### src/rtl/fifo_arb_pkg.sv
// Shared types and default sizing for the multi-requester FIFO write arbiter.
package fifo_arb_pkg;

    localparam int unsigned DEF_DATA_WIDTH = 32;
    localparam int unsigned DEF_NUM_REQ    = 4;
    localparam int unsigned DEF_MAX_BURST  = 4;

    typedef enum logic {
        IDLE  = 1'b0,
        GRANT = 1'b1
    } arb_state_e;

endpackage

### src/rtl/fifo_rr_pick.sv
// Combinational round-robin picker: first asserted request after last_i, wrapping.
module fifo_rr_pick
    import fifo_arb_pkg::*;
#(
    parameter int unsigned NUM_REQ = DEF_NUM_REQ,
    localparam int unsigned IW     = $clog2(NUM_REQ)
) (
    input  logic [NUM_REQ-1:0] req_i,
    input  logic [IW-1:0]      last_i,
    output logic [IW-1:0]      winner_o,
    output logic               any_req_o
);

    logic [IW-1:0] winner;
    logic          found;

    // Offsets 1..NUM_REQ so the previous owner is considered last.
    always_comb begin
        winner = '0;
        found  = 1'b0;
        for (int unsigned k = 1; k <= NUM_REQ; k++) begin
            int unsigned idx;
            idx = (32'(last_i) + k) % NUM_REQ;
            if (!found && req_i[IW'(idx)]) begin
                winner = IW'(idx);
                found  = 1'b1;
            end
        end
    end

    assign winner_o  = winner;
    assign any_req_o = found;

endmodule

### src/rtl/fifo_wr_arbiter.sv
// Bursting round-robin arbiter that funnels several valid/ready requesters into one FIFO write port.
module fifo_wr_arbiter
    import fifo_arb_pkg::*;
#(
    parameter int unsigned DATA_WIDTH = DEF_DATA_WIDTH,
    parameter int unsigned NUM_REQ    = DEF_NUM_REQ,
    parameter int unsigned MAX_BURST  = DEF_MAX_BURST
) (
    input  logic                          clk,
    input  logic                          rst,
    input  logic [NUM_REQ-1:0]            req_valid,
    input  logic [NUM_REQ*DATA_WIDTH-1:0] req_data,
    output logic [NUM_REQ-1:0]            req_ready,
    input  logic                          fifo_full,
    output logic                          fifo_cs,
    output logic                          fifo_wr_en,
    output logic [DATA_WIDTH-1:0]         fifo_din,
    output logic [$clog2(NUM_REQ)-1:0]    grant_id,
    output logic                          busy
);

    localparam int unsigned IW = $clog2(NUM_REQ);
    localparam int unsigned BW = $clog2(MAX_BURST) + 1;
    localparam logic [BW-1:0] LAST_BEAT = BW'(MAX_BURST - 1);
    localparam logic [IW-1:0] LAST_REQ  = IW'(NUM_REQ - 1);

    arb_state_e    state_q, state_d;
    logic [IW-1:0] grant_q, grant_d;
    logic [IW-1:0] last_q,  last_d;
    logic [BW-1:0] beat_q,  beat_d;

    logic [IW-1:0] pick_winner;
    logic          pick_any;
    logic          own_valid;

    logic [DATA_WIDTH-1:0] words [NUM_REQ];

    for (genvar i = 0; i < NUM_REQ; i++) begin : g_unpack
        assign words[i] = req_data[i*DATA_WIDTH +: DATA_WIDTH];
    end

    fifo_rr_pick #(
        .NUM_REQ (NUM_REQ)
    ) u_pick (
        .req_i     (req_valid),
        .last_i    (last_q),
        .winner_o  (pick_winner),
        .any_req_o (pick_any)
    );

    assign own_valid = req_valid[grant_q];
    assign fifo_din  = words[grant_q];

    // State register; sync reset leaves requester 0 as first in line.
    always_ff @(posedge clk) begin
        if (rst) begin
            state_q <= IDLE;
            grant_q <= '0;
            last_q  <= LAST_REQ;
            beat_q  <= '0;
        end else begin
            state_q <= state_d;
            grant_q <= grant_d;
            last_q  <= last_d;
            beat_q  <= beat_d;
        end
    end

    // Next state and handshake outputs; rst masks outputs so an aborted beat is never written.
    always_comb begin
        state_d    = state_q;
        grant_d    = grant_q;
        last_d     = last_q;
        beat_d     = beat_q;
        busy       = 1'b0;
        fifo_cs    = 1'b0;
        fifo_wr_en = 1'b0;
        req_ready  = '0;
        grant_id   = '0;

        case (state_q)
            IDLE: begin
                if (pick_any) begin
                    grant_d = pick_winner;
                    beat_d  = '0;
                    state_d = GRANT;
                end
            end
            GRANT: begin
                if (!rst) begin
                    busy               = 1'b1;
                    fifo_cs            = 1'b1;
                    grant_id           = grant_q;
                    req_ready[grant_q] = !fifo_full;
                    fifo_wr_en         = own_valid && !fifo_full;
                end
                if (!own_valid) begin
                    state_d = IDLE;
                    last_d  = grant_q;
                end else if (!fifo_full) begin
                    beat_d = beat_q + 1'b1;
                    if (beat_q == LAST_BEAT) begin
                        state_d = IDLE;
                        last_d  = grant_q;
                    end
                end
            end
            default: state_d = IDLE;
        endcase
    end

endmodule

### config.mk
export PLATFORM = sky130hd
export DESIGN_NAME = fifo_wr_arbiter
export DESIGN_NICKNAME = d
export VERILOG_FILES = /design/src/rtl/fifo_arb_pkg.sv /design/src/rtl/fifo_rr_pick.sv /design/src/rtl/fifo_wr_arbiter.sv
export SDC_FILE = /design/constraint.sdc
export NUM_CORES = 1
export LEC_CHECK = 0
export BUFFER_PORTS_ARGS = -buffer_cell sky130_fd_sc_hd__clkbuf_2
export CORE_MARGIN = 4
export CORE_UTILIZATION = 35
export DETAILED_ROUTE_END_ITERATION = 12
export PLACE_DENSITY = 0.87
export SYNTH_ARGS = -nofsm -noshare
export SYNTH_HDL_FRONTEND = slang
export SYNTH_SLANG_ARGS = --single-unit
### constraint.sdc
create_clock -name clk -period 3.6 [get_ports clk]
set_clock_uncertainty 0.2 [all_clocks]
set_input_delay 0 -clock clk [delete_from_list [all_inputs] [get_ports clk]]
set_output_delay 0 -clock clk [all_outputs]
set_load 0.02 [all_outputs]
; After elaboration in Yosys (flattened, before gate mapping)
; Cells that the tools add are included.
[totals]
register_bits = 8
output_inout_bits = 41
wordCells = 80
[classes]
add_sub_neg = 5
magnitude_cmp = 7
n_eq_ne = 6
mux = 43
n_bitwise = 3
n_reduce_logical = 12
[ops]
columns = operator, count
row1 = $bmux W32 S2, 1
row2 = $mux W32, 2
row3 = $mux W1, 18
row4 = $mux W2, 9
row5 = $lt A2 B3 Y1 const B, 5
row6 = $bmux W1 S2, 5
row7 = $mux W3, 3
row8 = $mux W4, 2
row9 = $ne A2 B2 Y1 const B, 3
row10 = $pmux W3 S2, 1
row11 = $reduce_and A3 Y1, 2
row12 = $logic_and A1 B1 Y1, 5
row13 = $add A2 B1 Y2 const B, 2
row14 = $add A2 B2 Y2 const B, 2
row15 = $and A4 B4 Y4, 1
row16 = $logic_not A1 Y1, 4
row17 = $ne A2 B1 Y1 const B, 2
row18 = $add A3 B1 Y3 const B, 1
row19 = $eq A3 B2 Y1 const B, 1
row20 = $ge A3 B3 Y1 const B, 1
row21 = $not A2 Y3, 1
row22 = $demux W1 S2, 1
row23 = $ge A2 B1 Y1 const B, 1
row24 = $pmux W1 S2, 1
row25 = other kinds (2), 2

; Depth between registers and ports, before layout
; Gate-level depths: netlist (run 1).
[logic_depth]
ltp_word = 15
ltp_mapped = 6
depth_no_buf = 6

; By module
; From an unflattened synthesis (run 1), not the netlist that was laid out.
[unflattened]
cells_unflattened = 109
area_unflattened_um2 = 1358.8
[by_module_without_submodules]
columns = mod, n_inst, cells_each, area_each_um2, seq_area_each_um2
row1 = fifo_wr_arbiter, 1, 95, 1267.5, 160.2
row2 = fifo_rr_pick, 1, 14, 91.3, 0.0

; Worst setup path before layout (run 1)
; No wires, ideal clock.
[synth_timing]
kind = register -> output
start = reg state_q
end = out req_ready[0]
t_arrival_ps = 1689
t_required_ps = 3400
slack_ps = 1711
path_stages_with_launch = 4
path_buffers = 0
path_cell_list = dfxtp_1 nor2b_1 nor2b_1 nor3b_1
[synth_via]
elab_chain_len = 1
[synth_rtl]
columns = element, line_no
row1 = from (decl), fifo_wr_arbiter.sv:27  ; arb_state_e state_q, state_d;
row2 = from (signal assigned), fifo_wr_arbiter.sv:62  ; state_q <= state_d;
row3 = $mux W4, fifo_wr_arbiter.sv:81  ; case (state_q)
row4 = to (decl), fifo_wr_arbiter.sv:13  ; output logic [NUM_REQ-1:0] req_ready,
; Every way passes these cells.

; Worst setup path after layout (run 1)
[layout_timing]
start = reg grant_q[0]
end = out fifo_din[0]
[layout_via]
elab_chain_len = 4
[layout_rtl]
columns = element, line_no
row1 = from (decl), fifo_wr_arbiter.sv:28  ; logic [IW-1:0] grant_q, grant_d;
row2 = from (signal assigned), fifo_wr_arbiter.sv:63  ; grant_q <= grant_d;
row3 = $not A2 Y3 (not written as such), fifo_wr_arbiter.sv:52  ; assign fifo_din = words[grant_q];
row4 = $bmux W32 S2, fifo_wr_arbiter.sv:52
row5 = $mux W32 (not written as such) (2 in series), fifo_wr_arbiter.sv:52
row6 = to (decl), fifo_wr_arbiter.sv:17  ; output logic [DATA_WIDTH-1:0] fifo_din,
; Every way passes these cells. The select of a mux whose other input is x is not followed.

==> results of run 1 <==
==> routing by layer <==
layer	share of wire (%)	wire, µm	up-vias	global-route usage (%)
li1	-	-	813	-
met1	33	2138	843	28.16
met2	55	3532	100	46.65
met3	8.4	538	19	5.966
met4	2.9	187	0	7.724
met5	0	0	-	0
==> timing repair <==
action | 4_1_cts | 5_1_grt
setup endpoints to repair | 0 | 0
gates resized for setup | 0 | 0
hold endpoints to repair | 6 | 0
hold buffers | 2 | 0
==> logic make-up after synthesis <==
family          after synthesis
compound gates               12
fa+ha+maj                     2
buf+inv                      14
flops                         8
mux                          37
simple gates                 43
==> placed cells by master (no fill, tap or decap), drive strengths merged <==
| master | netlist | routed |
|---|---|---|
| nor2b | 5 | 5 |
| a22oi | 1 | 1 |
| o32a | 1 | 1 |
| dfxtp | 8 | 8 |
| buf | 9 | 2 |
| clkbuf | 3 | 178 |
| and2 | 3 | 3 |
| dlygate4sd3 | 0 | 2 |
| mux2i | 4 | 4 |
| nor2 | 12 | 12 |
| o21ai | 1 | 1 |
| a21oi | 6 | 6 |
| nand2b | 4 | 4 |
| nand3b | 3 | 3 |
| and3 | 1 | 1 |
| nor4 | 1 | 1 |
| inv | 2 | 2 |
| mux4 | 33 | 33 |
| nor3b | 3 | 3 |
| nand2 | 6 | 6 |
| or2 | 2 | 2 |
| a211oi | 3 | 3 |
| nor3 | 2 | 2 |
| ha | 2 | 2 |
| nand4bb | 1 | 1 |
==> flip-flops by register name, summed over array words and instances, names as in the netlist <==
register,flops
last_q,2
grant_q,2
state_q,1
beat_q,3
==> through the flow <==
step                instance area [µm²]  power [mW]  cells
CTS                                2325      0.6874    334
detailed placement                 2263      0.5733    329
finish                             2325      0.6836    334
global placement                   2263      0.5599    329
floorplan                          1378      0.4136    116
global route                       2325      0.7220    334
==> power by group through the flow <==
stage | sequential (mW) | combinational (mW) | clock, mW
4_1_cts | 0.137 | 0.437 | 0.113
5_1_grt | 0.142 | 0.465 | 0.115
3_5_place_dp | 0.139 | 0.434 | 0
6_report | 0.136 | 0.435 | 0.112
2_1_floorplan | 0.106 | 0.308 | 0
3_3_place_gp | 0.139 | 0.421 | 0
==> worst max-delay path: cells and delay by family, from the launching register on <==
family,cells,cell delay (ns)
mux,1,0.54
flops,1,0.85
buf+inv,2,0.56
==> worst max path at each step <==
| stage | start | end | slack [ns] | cells after the start |
|---|---|---|---|---|
| finish | grant_q[0]$_SDFFE_PP0P_ | fifo_din[0] | 1.21 | 3 |
| global route | grant_q[0]$_SDFFE_PP0P_ | fifo_din[0] | 1.01 | 3 |
| CTS | grant_q[0]$_SDFFE_PP0P_ | fifo_din[1] | 1.16 | 3 |
| detailed placement | grant_q[0]$_SDFFE_PP0P_ | fifo_din[1] | 1.41 | 3 |
| global placement | grant_q[0]$_SDFFE_PP0P_ | fifo_din[23] | 1.43 | 3 |
| floorplan | state_q$_SDFF_PP0_ | req_ready[0] | 1.71 | 3 |
==> layout make-up <==
cell class / count / area (µm²) / share of cell area [%]
Inverter: 2 / 7.507 / 0.3229
Timing Repair Buffer: 179 / 910.9 / 39.18
Tap cell: 48 / 60.06 / 2.583
Sequential cell: 8 / 162.7 / 6.997
Clock buffer: 3 / 41.29 / 1.776
Multi-Input combinational cell: 94 / 1142 / 49.14
==> metrics, run 1 <==
status=finished clean; Final Cycle Share=66.47%; layout cells sized above 1=76.57%; Worst setup EP type=primary output; adder-cell share of the synthesized area=1.817%; HPWL after DPL=5679 µm; FF-to-FF Start=grant_q[0]$_SDFFE_PP0P_; Core Rows=22; DR WL/cell=19.15 µm; reg2reg path depth=4; largest family of logic cells by synthesized area=multiplexers; Synth Area in Simple Gates=18.53%; Clock Root Buffer=clkbuf_8; Synth top area share=53.95%; VDD IR max=0.1476 mV; CTS tree=yes; Rel. slew slack=46.45%; Critical Path Slowest Stage Cell=dfxtp_2; Ant. Diodes=0; synthesized area per cell=11.88 µm²; xor and xnor area share after synthesis=0%; postcts setup bufs=0; Startpoint Class=flip-flop; NetSw=0.2876 mW; initial antenna violation count=0; max_cap viols=0; Hold Vio Cnt, Final=0; Setup Slack @ Placement=1.405 ns; end of the worst hold path=state_q$_SDFF_PP0_; via/cell ratio=5.314; final core occ=62.10%; worst-skew pair later-pin latency=0.23 ns; sequential power share=19.9%; synthesis warning total=0; largest net degree at the start of global routing=31; syn nets=253; worst slew pin tran=0.8032 ns; Hold Path Stages=4; Total Wirelength=6395 µm; largest cells by area after synthesis=mux4_2 (54%), dfxtp_1 (12%), nor2_1 (3.3%), mux2i_1 (2.9%), nor2b_1 (2.3%); setup tns final=0 ns; FF+latch count, synth=8; crit path DAT=2.19 ns; first-pass GRT wire length=9604 µm; Syn Std Cell Area=1378 µm²; total gr overflow=0; CTS sink count=8; Max Freq=417.9 MHz; setup slack, reg-to-reg=1.60 ns; setup slack after layout=1.207 ns; number of synthesized flops with an enable pin=0; count leader, synth=mux4_2; Main synth FF type=dfxtp_1; Synth Area in Compound Gates=5.722%; IO buf count=175; fillers=320; Die W=70.74 µm; share of flip-flops with an asynchronous set or reset after synthesis=0%; Max Slew Vio Count=0; top cells by count, synth=mux4_2 (33), nor2_1 (12), dfxtp_1 (8), buf_2 (6), nand2_1 (6); mux cell area share after synthesis=56.86%; post-synth top area cell=mux4_2; type of the worst min-delay path=input pin to flip-flop; P_int=0.3960 mW; core footprint=3744 µm²; Mapped Cells=116; fin nets=425; Final GP Congestion=0.9390; sequential fraction of the synthesis area=11.63%; Comb power frac=63.6%; Via Count=1775; Top Ports=176; minimum clock period=2.393 ns; # setup viols final=0; reg2reg end=beat_q[0]$_SDFFE_PP0P_; hold wc startpoint=req_valid[0]; leakage=1.186 nW; hold_ws=0.08682 ns; Clock Pin Slew Worst Setup and Hold Paths=0.04 ns; H-tree depth=1; DRC Markers=0; sw frac=42.07%; ANT nets after route=0; Max FO, Critical Path=30; Max Root-Sink Buffers=2; slowest stage delay, CP=0.85 ns; area growth from synthesis to layout=68.76%; Worst EP required=3.40 ns; Die H=70.74 µm; number of global-route vias before repair=1894; initial DRC count=78; drt pass-1 iters=4; critical path class=flip-flop to primary output; DIE AREA=5003 µm²; clock share of power=16.4%; starting density of the core=36.80%; RSZ-0062 raised after global routing=no; Pwr Density=294.1 nW/µm²; GRT Overall Usage=25.12%; Yosys cell types=30; critical path, cell by cell=buf_4 > mux4_2 > clkbuf_2; number of CTS-inserted buffers=3
Note: power is estimated with default switching activity, not from simulation.
==> inputs of run 2 (changes only) <==
--- a/config.mk
+++ b/config.mk
@@ -7,9 +7,9 @@
 export LEC_CHECK = 0
 export BUFFER_PORTS_ARGS = -buffer_cell sky130_fd_sc_hd__clkbuf_2
 export CORE_MARGIN = 4
-export CORE_UTILIZATION = 35
+export CORE_UTILIZATION = 33
 export DETAILED_ROUTE_END_ITERATION = 12
-export PLACE_DENSITY = 0.87
+export PLACE_DENSITY = 0.83
 export SYNTH_ARGS = -nofsm -noshare
 export SYNTH_HDL_FRONTEND = slang
 export SYNTH_SLANG_ARGS = --single-unit
==> constraint.sdc (replaced) <==
create_clock -name clk -period 2.4 [get_ports clk]
set_clock_uncertainty 0.2 [all_clocks]
set_input_delay 0 -clock clk [delete_from_list [all_inputs] [get_ports clk]]
set_output_delay 0 -clock clk [all_outputs]
set_load 0.02 [all_outputs]
==> run 2 against run 1 <==
Compared with the run above: sequential cell count unchanged; clock power up 50%; core utilization down 4.0 points; register-to-register slack worse by 0.87 ns; worst setup slack worse by 0.77 ns; critical path type is now input pin to primary output; total power up 49%.
==> metrics, run 2 (same netlist as run 1, synthesis figures left out) <==
Setup Slack @ Placement=0.7064 ns; RSZ-0062 raised after global routing=no; core footprint=4029 µm²; Startpoint Class=input pin; total gr overflow=0; commonest non-fill, non-tap cells in the layout=clkbuf_2 (175), mux4_2 (33), nor2_1 (12); Largest regs=beat_q: 3 flops, grant_q: 2 flops, last_q: 2 flops; initial antenna violation count=0; number of global-route vias before repair=1789; Pwr Density=436.2 nW/µm²; Ant. Diodes=0; IO buf count=175; Rel. slew slack=70.46%; layout cells sized above 1=76.74%; area growth from synthesis to layout=70.03%; via/cell ratio=5.183; fillers=365; most common cell after layout, fill and taps aside=clkbuf_2; register area=162.7 µm²; GRT Overall Usage=21.16%; Max Freq=508.9 MHz; initial DRC count=50; first-pass GRT wire length=8763 µm; Clock Pin Slew Worst Setup and Hold Paths=0.04 ns; drt pass-1 iters=4; CTS sink count=8; type of the worst min-delay path=input pin to flip-flop; leakage=1.196 nW; Total Wirelength=5808 µm; status=finished clean; max_cap viols=0; DIE AREA=5272 µm²; Clock Root Buffer=clkbuf_8; worst slew pin tran=0.4432 ns; Worst setup EP type=primary output; starting density of the core=34.19%; largest net degree at the start of global routing=26; Max FO, Critical Path=12; Top reg by flops=beat_q; Max Slew Vio Count=0; minimum clock period=1.965 ns; fin nets=427; ANT nets after route=0; worst-skew pair later-pin latency=0.23 ns; Via Count=1752; CTS tree=yes; DRC Markers=0; Max Root-Sink Buffers=2; Die W=72.61 µm; Worst EP required=2.20 ns; Final Cycle Share=81.88%; post-CTS sizing=0; Final GP Congestion=0.8104; VDD IR max=0.2800 mV; area occupied by multi-input gates=1142 µm²; hold_ws=0.04803 ns; setup tns final=0 ns; HPWL after DPL=5224 µm; # setup viols final=0; Top Ports=176; H-tree depth=1; DR WL/cell=17.18 µm; Core Rows=23; Die H=72.61 µm; Largest register FFs=3; Hold Vio Cnt, Final=0; crit path DAT=1.77 ns; setup slack after layout=0.4350 ns; number of CTS-inserted buffers=3; critical path class=input pin to primary output
run 2: cell count changes in the layout (fill, tap and decap cells not counted), sizes merged:
cell  before  now
buf        2    4
run 2: path summary, 6_finish.rpt:
path                          start                       to  slack, ns  cells after the start
max                             rst             req_ready[0]       0.43                      6
min                    req_valid[0]  grant_q[1]$_SDFFE_PP0P_       0.05                      5
min reg2reg  beat_q[1]$_SDFFE_PP0P_   beat_q[1]$_SDFFE_PP0P_       0.30                      2
max reg2reg  beat_q[0]$_SDFFE_PP0P_   last_q[1]$_SDFFE_PP1P_       0.73                      6
run 2: timing repair:
| item | CTS | global route |
|---|---|---|
| endpoints found under the hold margin | 7 | 0 |
| hold buffers | 2 | 0 |
| setup buffers | 0 | 0 |
run 2: metal layers:
metal | GRT usage, % | wire [µm] | vias to the layer above
met3 | 2.204 | 381 | 9
met5 | 0 | 0 | -
met2 | 40.18 | 3282 | 68
met4 | 4.918 | 85 | 0
met1 | 25.35 | 2059 | 860
li1 | - | - | 815
run 2: final cells by class:
cell class / instances / share of cell area [%]
multi-input combinational: 94 / 48.77
timing repair buffer: 181 / 39.53
tap: 50 / 2.671
sequential: 8 / 6.944
inverter: 2 / 0.3205
clock buffer: 3 / 1.763
run 2: critical path, stage by stage:
cell and delay (ns):
dlygate4sd3_1 0.54, clkbuf_2 0.21, nor2b_1 0.27, nor2b_1 0.33, nor3b_1 0.22, clkbuf_2 0.20
run 2: power by group:
part	internal (mW)	switching, mW	leakage, nW
Combinational	0.343	0.346	1.11
Clock	0.109	0.0590	0.0216
Sequential	0.147	0.0176	0.0664
Total	0.599	0.423	1.20
run 2: per-stage QoR:
stage	instances	instance area (µm²)	power [mW]	utilization [%]
after floorplan	116	1378	0.6205	-
after global placement	333	2281	0.8414	56.61
after detailed placement	333	2281	0.8589	56.61
after CTS	338	2342	1.027	58.14
after global routing	338	2342	1.087	58.14
final	338	2342	1.022	58.14
==> inputs of run 3 (changes only) <==
--- a/config.mk
+++ b/config.mk
@@ -7,9 +7,9 @@
 export LEC_CHECK = 0
 export BUFFER_PORTS_ARGS = -buffer_cell sky130_fd_sc_hd__clkbuf_2
 export CORE_MARGIN = 4
-export CORE_UTILIZATION = 33
+export CORE_UTILIZATION = 29
 export DETAILED_ROUTE_END_ITERATION = 12
-export PLACE_DENSITY = 0.83
+export PLACE_DENSITY = 0.77
 export SYNTH_ARGS = -nofsm -noshare
 export SYNTH_HDL_FRONTEND = slang
 export SYNTH_SLANG_ARGS = --single-unit
==> constraint.sdc (replaced) <==
create_clock -name clk -period 1.66 [get_ports clk]
set_clock_uncertainty 0.2 [all_clocks]
set_input_delay 0 -clock clk [delete_from_list [all_inputs] [get_ports clk]]
set_output_delay 0 -clock clk [all_outputs]
set_load 0.02 [all_outputs]
==> run 3 against run 2 <==
Compared with the run above: the flow now finishes with violations (setup timing); worst setup slack got worse by 0.48 ns; critical path depth down 3; global-route usage decreased by 0.94 points; combinational power rose by 60%; total power grew 56%; sequential cell count unchanged; via count grew 3.4%; register-to-register slack got worse by 0.68 ns; largest cell class unchanged.
==> metrics, run 3 (same netlist as run 1, synthesis figures left out) <==
type of the worst min-delay path=input pin to flip-flop; crit path DAT=1.51 ns; IO buf count=175; Max Slew Vio Count=0; largest net degree at the start of global routing=20; leakage=1.266 nW; met3 Use GR=2.810%; Final Cycle Share=103.0%; CTS sink count=8; Max Freq=585.1 MHz; CTS tree=yes; Worst setup EP type=primary output; end of the worst hold path=grant_q[1]$_SDFFE_PP0P_; H-tree depth=1; number of CTS-inserted buffers=3; Die W=76.92 µm; HPWL after DPL=5297 µm; setup slack, reg-to-reg=0.05 ns; ANT nets after route=0; setup tns final=-0.5813 ns; grt met1 use=21.58%; Via Count=1812; Core Rows=24; reg2reg path depth=5; grt peak-use layer=met2; drt pass-1 iters=4; Final GP Congestion=0.8606; DIE AREA=5917 µm²; Worst EP required=1.46 ns; minimum clock period=1.709 ns; initial antenna violation count=0; Die H=76.92 µm; first-pass GRT wire length=9459 µm; hold wc startpoint=req_valid[0]; RSZ-0062 raised after global routing=yes; final core occ=57.07%; Total Wirelength=6277 µm; VDD IR max=0.5111 mV; Largest regs=beat_q: 3 flops, grant_q: 2 flops, last_q: 2 flops; DR WL/cell=17.99 µm; Clock Root Buffer=clkbuf_8; Rel. slew slack=69.95%; setup slack after layout=-0.04922 ns; Top reg by flops=beat_q; Top Ports=176; area growth from synthesis to layout=85.38%; met2 Use GR=41.11%; hold_ws=0.04345 ns; DRC Markers=0; worst-skew pair later-pin latency=0.24 ns; initial DRC count=91; FF-to-FF Start=grant_q[1]$_SDFFE_PP0P_; Startpoint Class=flip-flop; Max Root-Sink Buffers=2; Ant. Diodes=0; Largest register FFs=3; most common cell after layout, fill and taps aside=clkbuf_2; total gr overflow=0; Hold Path Stages=5; Max FO, Critical Path=14; Hold Vio Cnt, Final=0; worst slew pin tran=0.4491 ns; reg2reg end=beat_q[0]$_SDFFE_PP0P_; Pwr Density=622.4 nW/µm²; via/cell ratio=5.192; layout cells sized above 1=81.48%; Clock Pin Slew Worst Setup and Hold Paths=0.04 ns; # setup viols final=24; starting density of the core=30.79%; commonest non-fill, non-tap cells in the layout=clkbuf_2 (150), mux4_2 (33), buf_2 (22); status=finished, violations left; max_cap viols=0; number of global-route vias before repair=1868; fin nets=436; GRT Overall Usage=20.21%; critical path class=flip-flop to primary output; core footprint=4474 µm²; failing checks=setup timing
==> run 3: critical path: stages, from the launching register on <==
cell and delay [ns]:
dfxtp_4 0.41, buf_12 0.18, mux4_2 0.52, clkbuf_2 0.17
==> run 3: what timing repair did <==
item                                   CTS  global route
buffers inserted                         5             0
pin swaps                                1             5
hold buffers                             3             0
gates cloned                             1             0
endpoints found under the hold margin    7             0
setup endpoints to repair               39            43
gates resized for setup                  7            43
==> run 3: worst max path at each step <==
stage | startpoint | end | slack, ns | depth (start not counted)
2_1_floorplan | state_q$_SDFF_PP0_ | req_ready[0] | 0.11 | 3
3_3_place_gp | beat_q[0]$_SDFFE_PP0P_ | last_q[1]$_SDFFE_PP1P_ | 0.07 | 6
3_5_place_dp | beat_q[0]$_SDFFE_PP0P_ | last_q[0]$_SDFFE_PP1P_ | 0.002 | 6
4_1_cts | grant_q[0]$_SDFFE_PP0P_ | fifo_din[17] | -0.08 | 3
5_1_grt | grant_q[0]$_SDFFE_PP0P_ | fifo_din[7] | -0.10 | 3
6_report | grant_q[0]$_SDFFE_PP0P_ | fifo_din[6] | -0.05 | 3
==> run 3: layout make-up <==
cell class / instances / area, µm²
Fill cell: 390 / 1921
Multi-Input combinational cell: 94 / 1205
Timing Repair Buffer: 190 / 1064
Sequential cell: 8 / 171.4
Tap cell: 52 / 65.06
Clock buffer: 3 / 41.29
Inverter: 2 / 7.507
==> run 3: layer usage <==
layer  vias to the layer above  routed length (µm)
li1                        836                   -
met1                       883                2144
met2                        82                3679
met3                        11                 369
met4                         0                  85
met5                         -                   0
==> run 3: where the power goes <==
group	leakage [nW]	switching, mW	total, mW	internal [mW]
clock network	0.0216	0.0868	0.245	0.158
registers	0.0681	0.0307	0.244	0.214
logic	1.18	0.520	1.10	0.580
total	1.27	0.638	1.59	0.952
==> run 3: metrics by stage <==
step                cells  instance area (µm²)  power [mW]  setup slack [ns]
global route          349                 2554       1.686           -0.1042
finish                349                 2554       1.589          -0.04922
global placement      337                 2331       1.256           0.07115
floorplan             116                 1385      0.8992            0.1070
CTS                   349                 2482       1.581          -0.07522
detailed placement    337                 2331       1.273          0.001836
